`src/rtl/traffic_generator_pkg.sv`:
```
// traffic_generator_pkg: packet layout, FSM states and LFSR taps shared by the NoC traffic sources
package traffic_generator_pkg;
  localparam int DEST_LSB = 16;
  localparam int PID_LSB = 6;
  localparam int PID_W = 10;
  localparam int ID_W = 6;
  localparam int COORD_W = 3;
  localparam logic [15:0] LFSR_TAPS = 16'hB400;
  typedef enum logic [1:0] {IDLE, WAIT_GAP, REQ, DONE} tg_state_e;
endpackage

```
`src/rtl/noc_lfsr16.sv`:
```
// noc_lfsr16: 16-bit Fibonacci LFSR (taps 16,14,13,11) that steps only when advanced
module noc_lfsr16
  import traffic_generator_pkg::*;
(
  input  logic        clk,
  input  logic        reset,
  input  logic [15:0] seed_i,
  input  logic        adv_i,
  output logic [15:0] state_o
);
  logic [15:0] state_q, state_d;
  always_comb state_d = adv_i ? {state_q[14:0], ^(state_q & LFSR_TAPS)} : state_q;
  always_ff @(posedge clk or negedge reset)
    if (!reset) state_q <= seed_i;
    else state_q <= state_d;
  assign state_o = state_q;
endmodule

```
`src/rtl/traffic_generator.sv`:
```
// traffic_generator: single-flit packet source driving a router Local port with Req/Gnt handshake
module traffic_generator
  import traffic_generator_pkg::*;
#(
  parameter logic [5:0]  routerID     = 6'b000_000,
  parameter logic [5:0]  ModuleID     = 6'b000_000,
  parameter int          dataWidth    = 32,
  parameter int          dim          = 4,
  parameter int          DEST_MODE    = 0,
  parameter logic [5:0]  DEST_ID      = 6'b000_001,
  parameter int          INJ_INTERVAL = 4,
  parameter int          NUM_PACKETS  = 16,
  parameter logic [15:0] LFSR_SEED    = 16'hACE1
) (
  input  logic                 clk,
  input  logic                 reset,
  input  logic                 Enable,
  output logic [dataWidth-1:0] PacketOut,
  input  logic                 DnStrFull,
  output logic                 ReqDnStr,
  input  logic                 GntDnStr,
  output logic [15:0]          SentCount,
  output logic                 Done
);
  tg_state_e state_q, state_d;
  logic [dataWidth-1:0] pkt_q, pkt_d, pkt;
  logic [PID_W-1:0] pid_q, pid_d;
  logic [15:0] cnt_q, cnt_d, gap_q, gap_d, lfsr;
  logic [COORD_W-1:0] rx, ry, rx_adj;
  logic [2*COORD_W-1:0] dest;
  logic grant, last, unused_lfsr;
  noc_lfsr16 u_lfsr (
    .clk    (clk),
    .reset  (reset),
    .seed_i (LFSR_SEED),
    .adv_i  (grant),
    .state_o(lfsr)
  );
  assign unused_lfsr = ^lfsr[15:2*COORD_W];
  assign rx = COORD_W'(32'(lfsr[COORD_W-1:0]) % dim);
  assign ry = COORD_W'(32'(lfsr[2*COORD_W-1:COORD_W]) % dim);
  // Random destinations never target our own router: nudge x by one instead
  assign rx_adj = {rx, ry} == routerID ? COORD_W'((32'(rx) + 1) % dim) : rx;
  assign dest = DEST_MODE == 1 ? {rx_adj, ry} : DEST_ID;
  assign grant = state_q == REQ && GntDnStr;
  assign last = NUM_PACKETS != 0 && 32'(cnt_q) + 1 == NUM_PACKETS;
  always_comb begin
    pkt = '0;
    pkt[DEST_LSB +: 2*COORD_W] = dest;
    pkt[PID_LSB +: PID_W] = pid_q;
    pkt[ID_W-1:0] = ModuleID;
    state_d = state_q;
    pkt_d = pkt_q;
    pid_d = pid_q;
    cnt_d = cnt_q;
    gap_d = gap_q;
    unique case (state_q)
      IDLE: if (Enable && !DnStrFull) begin
        state_d = REQ;
        pkt_d = pkt;
      end
      REQ: if (GntDnStr) begin
        pid_d = pid_q + PID_W'(1);
        cnt_d = cnt_q == 16'hFFFF ? cnt_q : cnt_q + 16'd1;
        gap_d = 16'(INJ_INTERVAL);
        state_d = last ? DONE : INJ_INTERVAL == 0 ? IDLE : WAIT_GAP;
      end
      WAIT_GAP: begin
        gap_d = gap_q - 16'd1;
        state_d = gap_q <= 16'd1 ? IDLE : WAIT_GAP;
      end
      default: ;
    endcase
  end
  always_ff @(posedge clk or negedge reset)
    if (!reset) begin
      state_q <= IDLE;
      pkt_q <= '0;
      pid_q <= '0;
      cnt_q <= '0;
      gap_q <= '0;
    end else begin
      state_q <= state_d;
      pkt_q <= pkt_d;
      pid_q <= pid_d;
      cnt_q <= cnt_d;
      gap_q <= gap_d;
    end
  assign PacketOut = pkt_q;
  assign ReqDnStr = state_q == REQ;
  assign SentCount = cnt_q;
  assign Done = state_q == DONE;
endmodule

```
`config.mk`:
```
export PLATFORM = sky130hd
export DESIGN_NAME = traffic_generator
export DESIGN_NICKNAME = d
export VERILOG_FILES = /design/src/rtl/traffic_generator_pkg.sv /design/src/rtl/noc_lfsr16.sv /design/src/rtl/traffic_generator.sv
export SDC_FILE = /design/constraint.sdc
export NUM_CORES = 1
export LEC_CHECK = 0
export CORE_MARGIN = 5
export CORE_UTILIZATION = 47
export DETAILED_ROUTE_END_ITERATION = 7
export PLACE_DENSITY_LB_ADDON = 0.12
export RECOVER_POWER = 100
export SLEW_MARGIN = 10
export SYNTH_ARGS = -nofsm -noshare
export SYNTH_HDL_FRONTEND = slang
export SYNTH_SLANG_ARGS = --single-unit
```
`constraint.sdc`:
```
create_clock -name clk -period 1.81 [get_ports clk]
set_input_delay 0.4525 -clock clk [delete_from_list [all_inputs] [get_ports clk]]
set_output_delay 0.4525 -clock clk [all_outputs]
set_load 0.05 [all_outputs]
```
Yosys cells after proc, flatten, opt, wreduce, memory -nomap -nowiden --
Index checks and enable logic that the tools add are counted. Widths: inputs -> output; s select.
Cells by class: equality and inequality tests 7, add/sub/neg operators 4, bitwise gates (word level) 1, reductions and logical operators 10, multiplexer cells 7, order comparisons 1
Operators by type and width (count):
- $pmux 16 s2 | 1
- $add 16x1->17 const B | 1
- $eq 17x5->1 const B | 1
- $add 16x1->16 const B | 1
- $eq 16x16->1 const B | 1
- $le 16x1->1 const B | 1
- $mux 16 | 1
- $sub 16x1->16 const B | 1
- $add 10x1->10 const B | 1
- $mux 2 | 3
- $pmux 2 s3 | 1
- $reduce_and 2->1 | 3
- $reduce_and 3->1 | 2
- $eq 2x2->1 const B | 2
- $reduce_bool 3->1 | 1
- $eq 2x1->1 const B | 1
- $logic_not 2->1 | 1
- $ne 2x1->1 const B | 1
- $ne 2x2->1 const B | 1
- $reduce_bool 2->1 | 1
- $logic_and 1x1->1 | 1
- $logic_not 1->1 | 1
- $mux 1 | 1
- $not 1->1 | 1
Word-level totals: flip-flop bits (word level) 55, output and inout port bits 50, input port bits 5, word-level logic and storage cells 35

Longest topological paths before layout --
Gate-level depths: netlist of the first run.
depth in word-level cells 5, gate-level depth with buffers 8, mapped depth without buffers 7

Worst setup path before layout of the first run --
OpenSTA, ideal clock, no wires.
path kind register to register, start point register state_q[0], end point register cnt_q[11] (netlist: SentCount[11]), stages on the path, launching flop included 9, period minus slack after synthesis 2211 ps, slack -401 ps, required time 1665 ps, setup time 145 ps, arrival 2065 ps, buffers on the path 2, path through dfrtp_1 > inv_1 > ha_1 > buf_6 > nand2_1 > a41oi_1 > buf_2 > nand2_1 > xnor2_1
On the way: longest elaborated chain between the ends 2
RTL lines:
- start, declared | line traffic_generator.sv:25 | tg_state_e state_q, state_d;
- start signal, assigned | line traffic_generator.sv:83 | state_q <= state_d;
- $eq 2x2->1
- named net ReqDnStr | line traffic_generator.sv:20 | output logic ReqDnStr,
- $reduce_and 3->1 (no line)
- end signal, assigned | line traffic_generator.sv:86 | cnt_q <= cnt_d;
- end, declared | line traffic_generator.sv:28 | logic [15:0] cnt_q, cnt_d, gap_q, gap_d, lfsr;
The timed path passes the listed nets, and every way through them passes these cells. A chain may end at the register's enable or synchronous reset.

Worst setup path after layout of the first run --
start point register state_q[0], end point output port ReqDnStr
On the way: longest elaborated chain between the ends 1
RTL lines:
- $eq 2x2->1 | line traffic_generator.sv:90 | assign ReqDnStr = state_q == REQ;
- end, declared | line traffic_generator.sv:20
Every way passes these cells.

==> results of run 1 <==
==> path summary, 6_finish.rpt <==
check                           depth (start not counted)            end  slack, ns          start
worst max-delay path                                    4       ReqDnStr       0.07     state_q[0]
worst min-delay path                                    1  PacketOut[16]       0.48  PacketOut[16]
worst max register to register                          7      gap_q[10]       0.07       gap_q[1]
worst min register to register                          1  PacketOut[16]       0.48  PacketOut[16]
max in group asynchronous                               2   SentCount[5]       0.43          reset
min in group asynchronous                               2       gap_q[3]       0.50          reset
==> cells in the mapped netlist (3+ instances only) <==
| library cell | number | area, sq um |
|---|---|---|
| dfrtp_1 | 55 | 1380 |
| xnor2_1 | 27 | 236 |
| nand2_1 | 25 | 93.8 |
| nor2_1 | 24 | 90.1 |
| buf_4 | 21 | 158 |
| nand3_1 | 15 | 75.1 |
| mux2_2 | 12 | 135 |
| xor2_1 | 10 | 87.6 |
| nor3_1 | 9 | 45.0 |
| ha_1 | 8 | 100 |
| clkbuf_1 | 6 | 22.5 |
| and3_1 | 5 | 31.3 |
| inv_1 | 5 | 18.8 |
| nand4_1 | 5 | 31.3 |
| nor4_1 | 4 | 25.0 |
| o21ai_0 | 4 | 20.0 |
| a21oi_1 | 3 | 15.0 |
| nand2b_1 | 3 | 18.8 |
==> timing repair <==
item                                    4_1_cts  5_1_grt
buffers inserted                              1        2
pin swaps                                     0        2
gates resized for setup                       0       14
endpoints found under the setup margin        1       14
==> logic make-up (layout without fill, tap and decap cells) <==
logic type / count (synthesis) / count (layout) / synth area share
AOI/OAI and AO/OA: 16 / 16 / 0.0363
xor gates and xnor gates: 37 / 37 / 0.110
adders and majority gates: 8 / 8 / 0.0341
buffers and inverters: 34 / 83 / 0.0734
DFF: 55 / 55 / 0.469
muxes: 15 / 15 / 0.0606
other: 1 / 21 / 0.00128
and+or+nand+nor: 111 / 111 / 0.215
==> layer usage <==
metal	up-vias	GRT usage
met3	4	0.0341
met4	0	0.0447
met2	46	0.272
li1	1046	-
met1	1029	0.190
met5	-	0
==> through the flow <==
stage          setup TNS (ns)  cells  instance area (sq um)  utilization
3_3_place_gp            -5.29    410                   3680        0.614
3_5_place_dp            -5.41    410                   3680        0.614
5_1_grt                -0.104    421                   3790        0.632
2_1_floorplan         -0.0240    297                   3110            -
4_1_cts                     0    419                   3780        0.631
6_report                    0    421                   3790        0.632
==> power breakdown <==
| part | total [uW] | internal [uW] | switching (uW) |
|---|---|---|---|
| Clock | 711 | 283 | 428 |
| Sequential | 1910 | 1560 | 350 |
| Combinational | 2790 | 1240 | 1550 |
==> sequential cells by signal, indices dropped and copies added, names as in the netlist <==
register / count
SentCount: 16
gap_q: 16
PacketOut: 11
pid_q: 10
state_q: 2
==> cells in the final DEF (no fill, tap or decap), drive strengths merged, types with 2 or more instances in the layout <==
cell	n
nand4	6
o21ai	4
nand3b	2
and3	5
mux2i	3
a21oi	3
xnor2	27
buf	55
nor4	7
nand3	15
xor2	10
dfrtp	55
nand2b	3
inv	7
nor2	24
clkdlybuf4s50	2
nor3	10
clkbuf	17
or3	2
ha	8
o22ai	2
mux2	12
conb	21
nand2	25
or4	2
nor3b	2
==> layout make-up <==
class	count	area, sq um
repair buffers	70	643
well taps	75	93.8
clock inverters	3	25.0
inverters	5	18.8
fillers	518	2200
clock buffers	5	68.8
multi-input cells	208	1550
flip-flops and latches	55	1390
==> flow_metrics.tcl, run 1 <==
set metrics [dict create \
    run_status "finished, final reports clean" \
    vias 2125 \
    wl_met1_um 2380 \
    clk_pin_slew_ns 0.11 \
    clock_skew_ns 0.00992 \
    slew_headroom 0.130 \
    setup_violations 0 \
    cpLargestDelayFamily "flip-flops" \
    synth_edf_count 0 \
    cts_buffers 5 \
    drt_pass1_iterations 4 \
    worstMarginPinSlew_ns 1.30 \
    postSynthCellCount 277 \
    routed_via_density 5.05 \
    fp.dieW_um 89.0 \
    wl_met2_um 2940 \
    grt_usage 0.154 \
    clock-root-buffer "clkbuf_8" \
    drt-total-wl_um 5650 \
    ys_warn_count 0 \
    synth_cell_types 48 \
    max_freq_ghz 0.574 \
    leakagePower_uw 0.00171 \
    crit_chain "inv_2 > ha_4 > buf_4 > buf_12" \
    grt_max_degree 56 \
    holdWs_ns 0.479 \
    cts.sink_count 55 \
    die_h_um 89.0 \
    startpoint_type "flop" \
    port_buffers 33 \
    path_class "flop to primary output" \
    cp_slowest_cell "dfrtp_1" \
    ant_nets 0 \
    total_power_uw 5410 \
    cts.path.max_buffers 2 \
    path_max_fanout 6 \
    gr-total-overflow 0 \
    drc_errors 0 \
    core_area_sq_um 5990 \
    holdBufCountCts 0 \
    power_density_nw_per_um2 1430 \
    hold_violations 0 \
    ir_worst_vdd_mv 0.997 \
    arrival_ns 1.29 \
    place_congestion 0.820 \
    drtIter0Drc 43 \
    met3WireLength_um 268 \
    grt_pass1_wl_um 9580 \
    fp-row-count 28 \
    synth_area_sq_um 2930 \
    synth-async-reset-ratio 1.00 \
    dieArea_sq_um 7920 \
    worstSetupEndpointType "primary output" \
    rsz0062_at_grt "yes" \
    nNetsFinal 358 \
    syn_area_per_cell_sq_um 10.6 \
    fin_ws_ns 0.0668 \
    seq_area_frac_synth 0.469 \
    boundaryPins 55 \
    clock_latency_ns 0.31 \
    cap_violations 0 \
    required_ns 1.36 \
    wl_per_cell_um 13.4 \
    post-place-ws_ns -0.286 \
    critPathMaxStageDelay_ns 0.42 \
    initial_utilization 0.490 \
    crit_buf_inv 3 \
    syn2layout_area_growth_pct 29.2 \
    drive_above_1_share 0.350 \
    cts_tree "done" \
    hpwlAfterDp_um 4240 \
    min_period_over_period 0.963 \
    grt_pass1_vias 2148 \
    synth-seq-cells 55 \
    antenna_found_initial 0 \
    ys.flop_type "dfrtp_1" \
    cts_max_level 2 \
    layout_min_cycle_time_ns 1.74 \
    highest_layer "met4" \
    diodes 0 \
    drv_slew 0 \
    hold_class "flop to flop" \
]
Note: power is estimated with default switching activity, not from simulation.
==> run 2: changes to the inputs <==
- CORE_UTILIZATION: 47 -> 50
- SLEW_MARGIN: 10 -> default
- clock period: 1.81 -> 2.2 ns (I/O delays scaled with it)
==> flow_metrics.tcl, run 2 (synthesis gave the netlist of run 1 again) <==
set metrics [dict create \
    clk_pin_slew_ns 0.11 \
    nNetsFinal 337 \
    cts_buffers 5 \
    final_common_cell "dfrtp_1" \
    final_cell_mix "dfrtp_1, xnor2_1, nand2_1" \
    drv_slew 0 \
    syn2layout_area_growth_pct 12.5 \
    port_buffers 33 \
    required_ns 1.65 \
    initial_utilization 0.523 \
    startpoint_type "flop" \
    fp-row-count 27 \
    cp_slowest_cell "clkdlybuf4s50_1" \
    path_max_fanout 6 \
    drc_errors 0 \
    setup-tns-final_ns 0 \
    cts_tree "done" \
    cts.path.max_buffers 2 \
    drtIter0Drc 79 \
    worstSetupEndpointType "primary output" \
    total_power_uw 3870 \
    slew_headroom 0.102 \
    drive_above_1_share 0.132 \
    clock_skew_ns 0.00718 \
    drt_pass1_iterations 4 \
    cpLargestDelayFamily "buffers and inverters" \
    fp.dieW_um 86.6 \
    nFillCells 548 \
    core_area_sq_um 5610 \
    wl_per_cell_um 13.3 \
    place_congestion 0.802 \
    grt_usage 0.155 \
    setup_violations 0 \
    clock-root-buffer "clkbuf_8" \
    grt_pass1_wl_um 9380 \
    ant_nets 0 \
    clock_latency_ns 0.31 \
    grt_max_degree 56 \
    hold_violations 0 \
    utilization 0.589 \
    dieArea_sq_um 7500 \
    antenna_found_initial 0 \
    routed_via_density 5.11 \
    worstMarginPinSlew_ns 1.35 \
    vias 2027 \
    cts_max_level 2 \
    diodes 0 \
    min_period_over_period 0.970 \
    run_status "finished, final reports clean" \
    hpwlAfterDp_um 3900 \
    leakagePower_uw 0.00146 \
    fin_ws_ns 0.0653 \
    hold_class "flop to flop" \
    drt-total-wl_um 5300 \
    max_freq_ghz 0.468 \
    post-place-ws_ns -0.0734 \
    ir_worst_vdd_mv 0.642 \
    boundaryPins 55 \
    cts_setup_buffers 0 \
    die_h_um 86.6 \
    layout_min_cycle_time_ns 2.13 \
    power_density_nw_per_um2 1170 \
    critPathMaxStageDelay_ns 0.84 \
    rsz0062_at_grt "no" \
    path_class "flop to primary output" \
    gr-total-overflow 0 \
    cts.sink_count 55 \
    arrival_ns 1.58 \
    grt_pass1_vias 2062 \
    cap_violations 0 \
    crit_chain "clkdlybuf4s50_1" \
    crit_buf_inv 1 \
]
==> run 2: final timing paths <==
path                          startpoint             to  slack (ns)  depth (start not counted)
min in group asynchronous          reset       gap_q[8]        0.62                          2
setup / recovery            SentCount[1]   SentCount[1]        0.07                          1
setup reg to reg                gap_q[0]      gap_q[10]        0.21                          7
hold / removal             PacketOut[16]  PacketOut[16]        0.47                          1
max in group asynchronous          reset   SentCount[1]        0.79                          2
hold reg to reg            PacketOut[16]  PacketOut[16]        0.47                          1
==> run 2: layer usage <==
layer / share of wire / track usage / up-vias / routed length [um]
li1: - / - / 1006 / -
met1: 0.45 / 0.202 / 964 / 2410
met2: 0.48 / 0.254 / 44 / 2540
met3: 0.044 / 0.0342 / 13 / 233
met4: 0.021 / 0.0524 / 0 / 112
met5: 0 / 0 / - / 0
==> run 2: stage by stage <==
stage	cell area, sq um	hold WS (ns)	cells
2_1_floorplan	3010	0.254	297
3_3_place_gp	3350	0.449	389
3_5_place_dp	3350	0.457	389
4_1_cts	3440	0.227	397
5_1_grt	3300	0.510	397
6_report	3300	0.469	397
==> run 2: cell type report <==
cell class | instances | area (sq um) | share of cell area
multi-input cells | 208 | 1400 | 0.425
well taps | 72 | 90.1 | 0.0273
clock inverters | 3 | 25.0 | 0.00758
flip-flops and latches | 55 | 1380 | 0.417
repair buffers | 49 | 318 | 0.0963
clock buffers | 5 | 68.8 | 0.0208
inverters | 5 | 18.8 | 0.00569
==> run 2: power by group <==
group | leakage, uW | internal (uW) | total (uW) | switching, uW
combinational | 0.000683 | 643 | 1700 | 1060
clock | 0.0000452 | 233 | 585 | 352
sequential | 0.000726 | 1270 | 1590 | 312
total | 0.00146 | 2150 | 3870 | 1720
==> run 2: timing repair <==
item | CTS | global route
hold endpoints to repair | 0 | 0
gates resized for setup | 1 | 5
setup endpoints to repair | 1 | 5
hold buffers | 0 | 0
==> run 3: changes to the inputs <==
- CAP_MARGIN: default -> 25
==> results of run 3 <==
Same layout as run 2: the final DEF is identical, and so are final timing and power.
